<file path="src/rtl/ram_data_arbiter.sv">
// ram_data_arbiter: two-master round-robin arbiter in front of the single
// data port of the on-chip ram. Responses are routed back in grant order
// through a small FIFO of master IDs. The block also keeps a saturating
// contention counter and a sticky flag for responses nobody asked for.
module ram_data_arbiter #(
  parameter int ADDR_WIDTH      = 22,
  parameter int DATA_WIDTH      = 32,
  parameter int MAX_OUTSTANDING = 2
) (
  input  logic                  clk_i,
  input  logic                  rst_i,
  input  logic                  m0_req_i,
  input  logic [ADDR_WIDTH-1:0] m0_addr_i,
  input  logic                  m0_we_i,
  input  logic [3:0]            m0_be_i,
  input  logic [DATA_WIDTH-1:0] m0_wdata_i,
  output logic                  m0_gnt_o,
  output logic                  m0_rvalid_o,
  output logic [DATA_WIDTH-1:0] m0_rdata_o,
  input  logic                  m1_req_i,
  input  logic [ADDR_WIDTH-1:0] m1_addr_i,
  input  logic                  m1_we_i,
  input  logic [3:0]            m1_be_i,
  input  logic [DATA_WIDTH-1:0] m1_wdata_i,
  output logic                  m1_gnt_o,
  output logic                  m1_rvalid_o,
  output logic [DATA_WIDTH-1:0] m1_rdata_o,
  output logic                  mem_req_o,
  output logic [ADDR_WIDTH-1:0] mem_addr_o,
  output logic                  mem_we_o,
  output logic [3:0]            mem_be_o,
  output logic [DATA_WIDTH-1:0] mem_wdata_o,
  input  logic                  mem_gnt_i,
  input  logic                  mem_rvalid_i,
  input  logic [DATA_WIDTH-1:0] mem_rdata_i,
  output logic [15:0]           conflict_cnt_o,
  output logic                  err_o
);

  localparam int CW = $clog2(MAX_OUTSTANDING + 1);
  localparam int PW = (MAX_OUTSTANDING > 1) ? $clog2(MAX_OUTSTANDING) : 1;
  localparam logic [CW-1:0] C_MAX_CNT = CW'(MAX_OUTSTANDING);
  localparam logic [PW-1:0] C_LAST_PTR = PW'(MAX_OUTSTANDING - 1);

  // FIFO pointer advance with explicit wrap (depth is a power of two, but
  // a depth of 1 still needs a 1-bit pointer that stays at slot 0).
  function automatic logic [PW-1:0] ptr_inc(input logic [PW-1:0] p);
    if (p == C_LAST_PTR) begin
      return {PW{1'b0}};
    end else begin
      return p + PW'(1);
    end
  endfunction

  logic            r_prio;
  logic [CW-1:0]   r_cnt;
  logic            r_fifo [MAX_OUTSTANDING];
  logic [PW-1:0]   r_wptr;
  logic [PW-1:0]   r_rptr;
  logic [15:0]     r_conflict_cnt;
  logic            r_err;

  logic            w_full;
  logic            w_winner;
  logic            w_mem_req;
  logic            w_hs;
  logic            w_head;
  logic            w_pop;
  logic            w_spurious;
  logic            w_contend;

  assign w_full     = (r_cnt == C_MAX_CNT);
  assign w_mem_req  = (m0_req_i | m1_req_i) & ~w_full & ~rst_i;
  assign w_hs       = w_mem_req & mem_gnt_i;
  assign w_head     = r_fifo[r_rptr];
  assign w_pop      = mem_rvalid_i & (r_cnt != {CW{1'b0}}) & ~rst_i;
  assign w_spurious = mem_rvalid_i & (r_cnt == {CW{1'b0}}) & ~rst_i;
  assign w_contend  = m0_req_i & m1_req_i & ~w_full;

  // Winner selection: a lone requester wins, contention goes to r_prio.
  always_comb begin
    w_winner = 1'b0;
    if (m0_req_i && m1_req_i) begin
      w_winner = r_prio;
    end else if (m1_req_i) begin
      w_winner = 1'b1;
    end else begin
      w_winner = 1'b0;
    end
  end

  // Memory-side request fields follow the winner even when idle.
  always_comb begin
    mem_req_o   = w_mem_req;
    mem_addr_o  = m0_addr_i;
    mem_we_o    = m0_we_i;
    mem_be_o    = m0_be_i;
    mem_wdata_o = m0_wdata_i;
    if (w_winner) begin
      mem_addr_o  = m1_addr_i;
      mem_we_o    = m1_we_i;
      mem_be_o    = m1_be_i;
      mem_wdata_o = m1_wdata_i;
    end else begin
      mem_addr_o  = m0_addr_i;
      mem_we_o    = m0_we_i;
      mem_be_o    = m0_be_i;
      mem_wdata_o = m0_wdata_i;
    end
  end

  assign m0_gnt_o       = w_hs & ~w_winner;
  assign m1_gnt_o       = w_hs & w_winner;
  assign m0_rvalid_o    = w_pop & ~w_head;
  assign m1_rvalid_o    = w_pop & w_head;
  assign m0_rdata_o     = mem_rdata_i;
  assign m1_rdata_o     = mem_rdata_i;
  assign conflict_cnt_o = r_conflict_cnt;
  assign err_o          = r_err;

  // ID FIFO storage: records which master owns each accepted transaction.
  always_ff @(posedge clk_i) begin
    if (w_hs) begin
      r_fifo[r_wptr] <= w_winner;
    end
  end

  // Control state: priority, occupancy, pointers, contention count, error.
  always_ff @(posedge clk_i) begin
    if (rst_i) begin
      r_prio         <= 1'b0;
      r_cnt          <= {CW{1'b0}};
      r_wptr         <= {PW{1'b0}};
      r_rptr         <= {PW{1'b0}};
      r_conflict_cnt <= 16'h0000;
      r_err          <= 1'b0;
    end else begin
      if (w_hs) begin
        r_wptr <= ptr_inc(r_wptr);
        r_prio <= ~w_winner;
      end
      if (w_pop) begin
        r_rptr <= ptr_inc(r_rptr);
      end
      case ({w_hs, w_pop})
        2'b10:   r_cnt <= r_cnt + CW'(1);
        2'b01:   r_cnt <= r_cnt - CW'(1);
        default: r_cnt <= r_cnt;
      endcase
      if (w_contend && (r_conflict_cnt != 16'hFFFF)) begin
        r_conflict_cnt <= r_conflict_cnt + 16'd1;
      end
      if (w_spurious) begin
        r_err <= 1'b1;
      end
    end
  end

endmodule

</file>
<file path="config.mk">
export PLATFORM = sky130hd
export DESIGN_NAME = ram_data_arbiter
export DESIGN_NICKNAME = d
export VERILOG_FILES = /design/src/rtl/ram_data_arbiter.sv
export SDC_FILE = /design/constraint.sdc
export NUM_CORES = 1
export LEC_CHECK = 0
export BUFFER_PORTS_ARGS = -buffer_cell sky130_fd_sc_hd__buf_2
export CORE_AREA = 2 2 117 119
export CTS_CLUSTER_SIZE = 12
export DETAILED_ROUTE_END_ITERATION = 10
export DIE_AREA = 0 0 119 121
export GPL_ROUTABILITY_DRIVEN = 0
export GPL_TIMING_DRIVEN = 0
export PLACE_DENSITY_LB_ADDON = 0.08
export SYNTH_ARGS = -nofsm -noshare
export SYNTH_HDL_FRONTEND = slang
export SYNTH_SLANG_ARGS = --single-unit
</file>
<file path="constraint.sdc">
create_clock -name clk_i -period 1.7 [get_ports clk_i]
set_input_delay 0.255 -clock clk_i [delete_from_list [all_inputs] [get_ports clk_i]]
set_output_delay 0.255 -clock clk_i [all_outputs]
set_load 0.1 [all_outputs]
</file>
==> out/metrics.cfg, run 1 <==
[logic_synthesis]
ys_ff_latch = 25
synth_area_leaders = sky130_fd_sc_hd__mux2_2 (29%), sky130_fd_sc_hd__buf_4 (20%), sky130_fd_sc_hd__dfxtp_1 (19%)
cell_type_contributing_the_most_total_cell_area_after_synthesis = sky130_fd_sc_hd__mux2_2
post_synth_num_cell_types = 35
synth_edf_count = 2
synth_async_sr_flop_share_pct = 0
synth.yosys.warnings = 0
mappedNetlistArea_um2 = 2400
post-synth-top-count-cell = sky130_fd_sc_hd__buf_4
synth.net_count = 434
ys_top_cells_by_count = sky130_fd_sc_hd__buf_4 (64), sky130_fd_sc_hd__mux2_2 (61), sky130_fd_sc_hd__dfxtp_1 (23)
yosysSeqAreaShare_pct = 21.7
synthCells = 276
yosys_most_used_dff = sky130_fd_sc_hd__dfxtp_1
yosys.area.top_type_share_pct = 28.6
syn_avg_cell_area_um2 = 8.70

[route]
drtIter0Drc = 82
via_per_inst = 4.15
route.detailed.drc = 0
avgRoutedWirePerCell_um = 17.2
antenna_violating_nets_post_route = 0
wl_um = 12600
vias = 3053
drt-pass1-iter-count = 4

[worst_setup_path]
worst_ep_arrival_time_ps = 1610
slowest_stage = sky130_fd_sc_hd__mux2_2
rr_startpoint = conflict_cnt_o[2]$_SDFFE_PP0P_
max_stage_delay_ps = 350
setup_cp_type = register to output port
cp_cell_sequence = o21ai_4 > buf_12 > clkbuf_16 > mux2_2 > buf_6
startpoint_type = register
path_max_fanout = 10
crit_buf_inv = 3
cp-startpoint = r_prio$_SDFFE_PP0P_
end_kind = output port
critical-path-top-delay-family = buffers and inverters
cp.required_ps = 1440

[layout]
multi_input_area_um2 = 1640
area.growth.synth_to_final_pct = 121
finalInstanceArea_um2 = 5310
num-fill-cells = 1342
final_nets = 718
layout_cell_share_with_drive_strength_beyond_1_pct = 83.0
post-route-util_pct = 40.6
regArea_um2 = 587

[worst_hold_path]
hold_path_class = primary input to register
hp-start = mem_rvalid_i

[die]
die-width_um = 119
floorplan.die_area_um2 = 14400
initial_utilization_pct = 18.4
row_count = 42
die_h_um = 121
placeableCoreArea_um2 = 13100
ios = 301

[timing]
finalCriticalPeriod_ps = 1870
setup_violations = 62
max_slew.worst_pin.slew_ps = 583
grt_setup_unrepaired = true
finClkSkew_ps = 5.10
report.final.hold_viol_count = 0
finalCritPeriodShare_pct = 110
finalWorstSetupSlack_ps = -167
relSlewSlack_pct = 60.8
timing.fmax_ghz = 0.536
maxSlewViolCount = 0

[status]
outcome = finished, violations left
violations_in_the_final_reports = setup timing

[job]
cap_violations = 0

[cts]
cts_max_path_buffers = 2
cts_hold_buffers = 0
worst_setup_hold_path_clk_slew_ps = 60
numCtsBuffers = 3
clk-insertion-delay-late_ps = 260
cts_root_buf = sky130_fd_sc_hd__clkbuf_16
cts.sinks = 25
h_tree_level_count = 1
tritoncts = built

[power_and_ir_drop]
leakage_nw = 2.62
cellPowerDensity_nw_per_um2 = 744
vdd_ir_drop_max_mv = 0.425
total_power_mw = 3.95

[place]
placement.cell_area_um2 = 4130
io_buffers = 267
dpl.hpwl_um = 11100

[grt]
grt_start_max_net_pins = 14
grt-ovfl-total = 0
antenna_found_initial = 2
first_global_vias = 2991
gr-usage-all-layers_pct = 16.0
grt_first_pass_wirelength_um = 17700

[worst register-to-register path: stages (launching register included)]
cell	delay (ps)
sky130_fd_sc_hd__dfxtp_4	380
sky130_fd_sc_hd__nand4_1	150
sky130_fd_sc_hd__or4_4	560
sky130_fd_sc_hd__nor4_4	190
sky130_fd_sc_hd__mux2_4	330
[layer usage]
layer | vias to the layer above | GRT usage [%] | wire (um)
met3 | 14 | 4.23 | 850
li1 | 1493 | - | -
met1 | 1414 | 19.7 | 5070
met2 | 130 | 28.2 | 6470
met4 | 2 | 3.35 | 224
met5 | - | 0 | 13
[through the flow]
step                      worst slack, ps  hold slack, ps  setup TNS, ps  cells
after floorplan                      -179             396          -1300    276
after global placement               -488             454         -21630    719
after detailed placement             -475             458         -21530    719
after CTS                            -170             262          -8580    728
after global routing                 -204             275         -10770    736
final                                -167             253          -7910    736
[final timing paths]
path	to	slack, ps	cells past startpoint
max reg2reg	conflict_cnt_o[13]$_SDFFE_PP0P_	-20	4
min	err_o$_SDFFE_PP0P_	250	3
min reg2reg	err_o$_SDFFE_PP0P_	470	2
max	mem_wdata_o[14]	-170	5
[area by class of cell]
class,instances,share of cell area [%]
multi-input combinational,171,30.8
inverter,6,0.519
clock buffer,4,1.48
tap,176,4.15
timing repair buffer,279,39.6
buffer,74,12.3
sequential,25,11.1
antenna,1,0.0471
[registers in the layout, indices dropped and copies added (netlist names), named ones only]
name and flops:
err_o 1, r_wptr 1, r_prio 1, r_fifo 2, r_cnt 2, r_rptr 1, conflict_cnt_o 16
[repair_timing]
| action | 4_1_cts | 5_1_grt |
|---|---|---|
| buffers inserted | 5 | 7 |
| resized for setup | 231 | 25 |
| setup endpoints to repair | 76 | 72 |
| pin swaps | 4 | 6 |
| endpoints found under the hold margin | 0 | 0 |
| gates cloned | 0 | 0 |
[placed cells by master (no fill, tap or decap), types with 12 or more instances in the layout]
cell,instances
sky130_fd_sc_hd__nor2_1,12
sky130_fd_sc_hd__buf_4,74
sky130_fd_sc_hd__mux2_4,30
sky130_fd_sc_hd__a21oi_1,13
sky130_fd_sc_hd__buf_12,30
sky130_fd_sc_hd__dfxtp_4,17
sky130_fd_sc_hd__buf_6,33
sky130_fd_sc_hd__buf_2,204
sky130_fd_sc_hd__mux2_2,31
[cells by family after synthesis]
family                     Yosys count  synth area share [%]
buffers and inverters               80                  22.6
and+or+nand+nor                     70                  16.5
adders and majority gates            2                  1.04
muxes                               61                  28.6
AOI/OAI and AO/OA                   34                  8.18
DFF                                 25                  21.7
xor gates and xnor gates             4                  1.46
[where the power goes]
group	internal, mW	switching, mW	leakage [nW]
registers	0.594	0.0230	0.219
clock network	0.321	0.208	0.0382
logic	0.852	1.95	2.36
total	1.77	2.18	2.62
(Power assumes the default switching activity.)
==> run 2: changes to the inputs <==
CTS_CLUSTER_SIZE = not set   (was 12)
REMOVE_ABC_BUFFERS = 1   (was not set)
==> run 2 against run 1 <==
  * The flow still finishes with violations (setup timing)
  * Global-route usage grew 1.8 points
  * Utilization shrank 3.7 points
  * Total power shrank 16%
  * Flip-flop and latch count is the same
  * Clock skew shrank 1.6 ps
  * Wire length grew 7.3%
  * Critical path type unchanged
  * Highest routed layer unchanged
==> out/metrics.cfg, run 2 (synthesis gave the netlist of run 1 again) <==
[grt]
grt_start_max_net_pins = 28
gr-usage-all-layers_pct = 17.8
grt-ovfl-total = 0
first_global_vias = 2923
grt_first_pass_wirelength_um = 18800
antenna_found_initial = 1

[layout]
final_cell_count_no_fill = 626
area.growth.synth_to_final_pct = 101
post-route-util_pct = 36.8
antenna_cells_inserted = 0
num-fill-cells = 1350
layout_cell_share_with_drive_strength_beyond_1_pct = 78.9
max_ffs_per_register = 16
multi_input_area_um2 = 1690
regArea_um2 = 558
final_nets = 609
most-common-layout-cells = sky130_fd_sc_hd__buf_2 (140), sky130_fd_sc_hd__buf_12 (47), sky130_fd_sc_hd__mux2_4 (45), sky130_fd_sc_hd__buf_4 (29), sky130_fd_sc_hd__buf_6 (20)
final_common_cell = sky130_fd_sc_hd__buf_2

[timing]
grt_setup_unrepaired = true
setup_violations = 65
finClkSkew_ps = 3.54
finalWorstSetupSlack_ps = -210
finalCritPeriodShare_pct = 112
relSlewSlack_pct = 66.6
timing.fmax_ghz = 0.524
max_slew.worst_pin.slew_ps = 505
report.final.hold_viol_count = 0
maxSlewViolCount = 0
finalCriticalPeriod_ps = 1910

[worst_setup_path]
slowest_stage = sky130_fd_sc_hd__mux2_2
cp_cell_sequence = o21ai_4 > buf_12 > buf_16 > mux2_2 > buf_6
worst_ep_arrival_time_ps = 1650
rr_endpoint = conflict_cnt_o[11]$_SDFFE_PP0P_
worst-path-stages = 5
path_max_fanout = 8
setup_cp_type = register to output port
max_stage_delay_ps = 360
timing.reg2reg.worst_path_depth = 4
rr_startpoint = conflict_cnt_o[5]$_SDFFE_PP0P_
startpoint_type = register
end_kind = output port
cp.required_ps = 1440
critical-path-top-delay-family = buffers and inverters
crit_buf_inv = 3
reg_to_reg_slack_setup_ps = -60

[power_and_ir_drop]
vdd_ir_drop_max_mv = 0.404
total_power_mw = 3.33
cellPowerDensity_nw_per_um2 = 692
leakage_nw = 2.28

[route]
antenna_violating_nets_post_route = 0
wl_um = 13600
routed.top_layer = met5
drt-pass1-iter-count = 4
drtIter0Drc = 84
met1Wirelength_um = 5260
vias = 2744
dr_wl_met2_um = 6100
avgRoutedWirePerCell_um = 21.7
routed-wl-met3_um = 2140
via_per_inst = 4.38
route.detailed.drc = 0

[place]
io_buffers = 204
pre_cts_ws_ps = -596
placed_cells_incl_taps = 584
dpl.hpwl_um = 11000

[cts]
cts_root_buf = sky130_fd_sc_hd__clkbuf_16
numCtsBuffers = 3
clk-insertion-delay-late_ps = 260
worst_setup_hold_path_clk_slew_ps = 70
cts_max_path_buffers = 2
cts.sinks = 25
cts_hold_buffers = 0
tritoncts = built
h_tree_level_count = 1

[die]
ios = 301
die_h_um = 121
floorplan.die_area_um2 = 14400
row_count = 42
placeableCoreArea_um2 = 13100
die-width_um = 119
initial_utilization_pct = 18.4

[worst_hold_path]
hold_depth = 3
hold_path_class = primary input to register
hp-start = mem_rvalid_i
holdPathEnd = err_o$_SDFFE_PP0P_

[status]
violations_in_the_final_reports = setup timing
outcome = finished, violations left

[job]
cap_violations = 0

-- run 2: cell types whose count changed in the layout (fill, tap and decap cells not counted), moves of 3 or more --
cell	before	now
sky130_fd_sc_hd__clkbuf_16	8	5
sky130_fd_sc_hd__mux2_4	30	45
sky130_fd_sc_hd__dfxtp_2	2	9
sky130_fd_sc_hd__buf_4	74	29
sky130_fd_sc_hd__dfxtp_4	17	7
sky130_fd_sc_hd__buf_12	30	47
sky130_fd_sc_hd__mux2_2	31	16
sky130_fd_sc_hd__dfxtp_1	4	7
sky130_fd_sc_hd__buf_6	33	20
sky130_fd_sc_hd__buf_2	204	140
-- run 2: worst reg2reg max path, stage by stage, from the launching register on --
cell,delay (ps)
sky130_fd_sc_hd__dfxtp_4,370
sky130_fd_sc_hd__nand3_1,110
sky130_fd_sc_hd__or4_4,610
sky130_fd_sc_hd__or4_4,500
sky130_fd_sc_hd__a21oi_2,120
-- run 2: repair_timing --
action                                  4_1_cts  5_1_grt
endpoints found under the setup margin       82       75
hold endpoints to repair                      0        0
pin swaps                                    20       11
buffers inserted                             29        6
resized for setup                           217      116
gates cloned                                  2        2
-- run 2: metrics by stage --
stage / hold slack, ps / TNS [ps] / instance area [um2]
2_1_floorplan: 324 / -173890 / 1880
3_3_place_gp: 454 / -248420 / 3120
3_5_place_dp: 459 / -22860 / 3180
4_1_cts: 235 / -11470 / 4290
5_1_grt: 274 / -12590 / 4820
6_report: 249 / -9210 / 4820
-- run 2: worst max path at each step --
stage                                         from                              end  slack, ps
floorplan                      r_prio$_SDFFE_PP0P_              r_prio$_SDFFE_PP0P_      -3230
global placement                          m0_req_i                  mem_wdata_o[12]      -3890
CTS                            r_prio$_SDFFE_PP0P_                  mem_wdata_o[19]       -240
global route                   r_prio$_SDFFE_PP0P_                  mem_wdata_o[19]       -260
detailed placement  conflict_cnt_o[0]$_SDFFE_PP0P_  conflict_cnt_o[13]$_SDFFE_PP0P_       -600
finish                         r_prio$_SDFFE_PP0P_                  mem_wdata_o[19]       -210
-- run 2: cell type report --
| class | count | area share, % |
|---|---|---|
| tap | 176 | 4.57 |
| clock inverter | 1 | 0.104 |
| clock buffer | 3 | 1.56 |
| timing repair buffer | 244 | 46.7 |
| sequential | 25 | 11.6 |
| multi-input combinational | 171 | 35.0 |
| inverter | 6 | 0.545 |
-- run 2: per-layer routing --
metal,track usage [%],up-vias
met2,27.4,212
met3,12.1,4
met4,2.75,2
met1,20.7,1252
met5,1.84,-
li1,-,1274
-- run 2: power breakdown --
group	switching, mW	leakage, nW	internal [mW]	total (mW)
sequential	0.0168	0.215	0.609	0.626
combinational	1.35	2.02	0.807	2.16
clock	0.234	0.0409	0.318	0.552
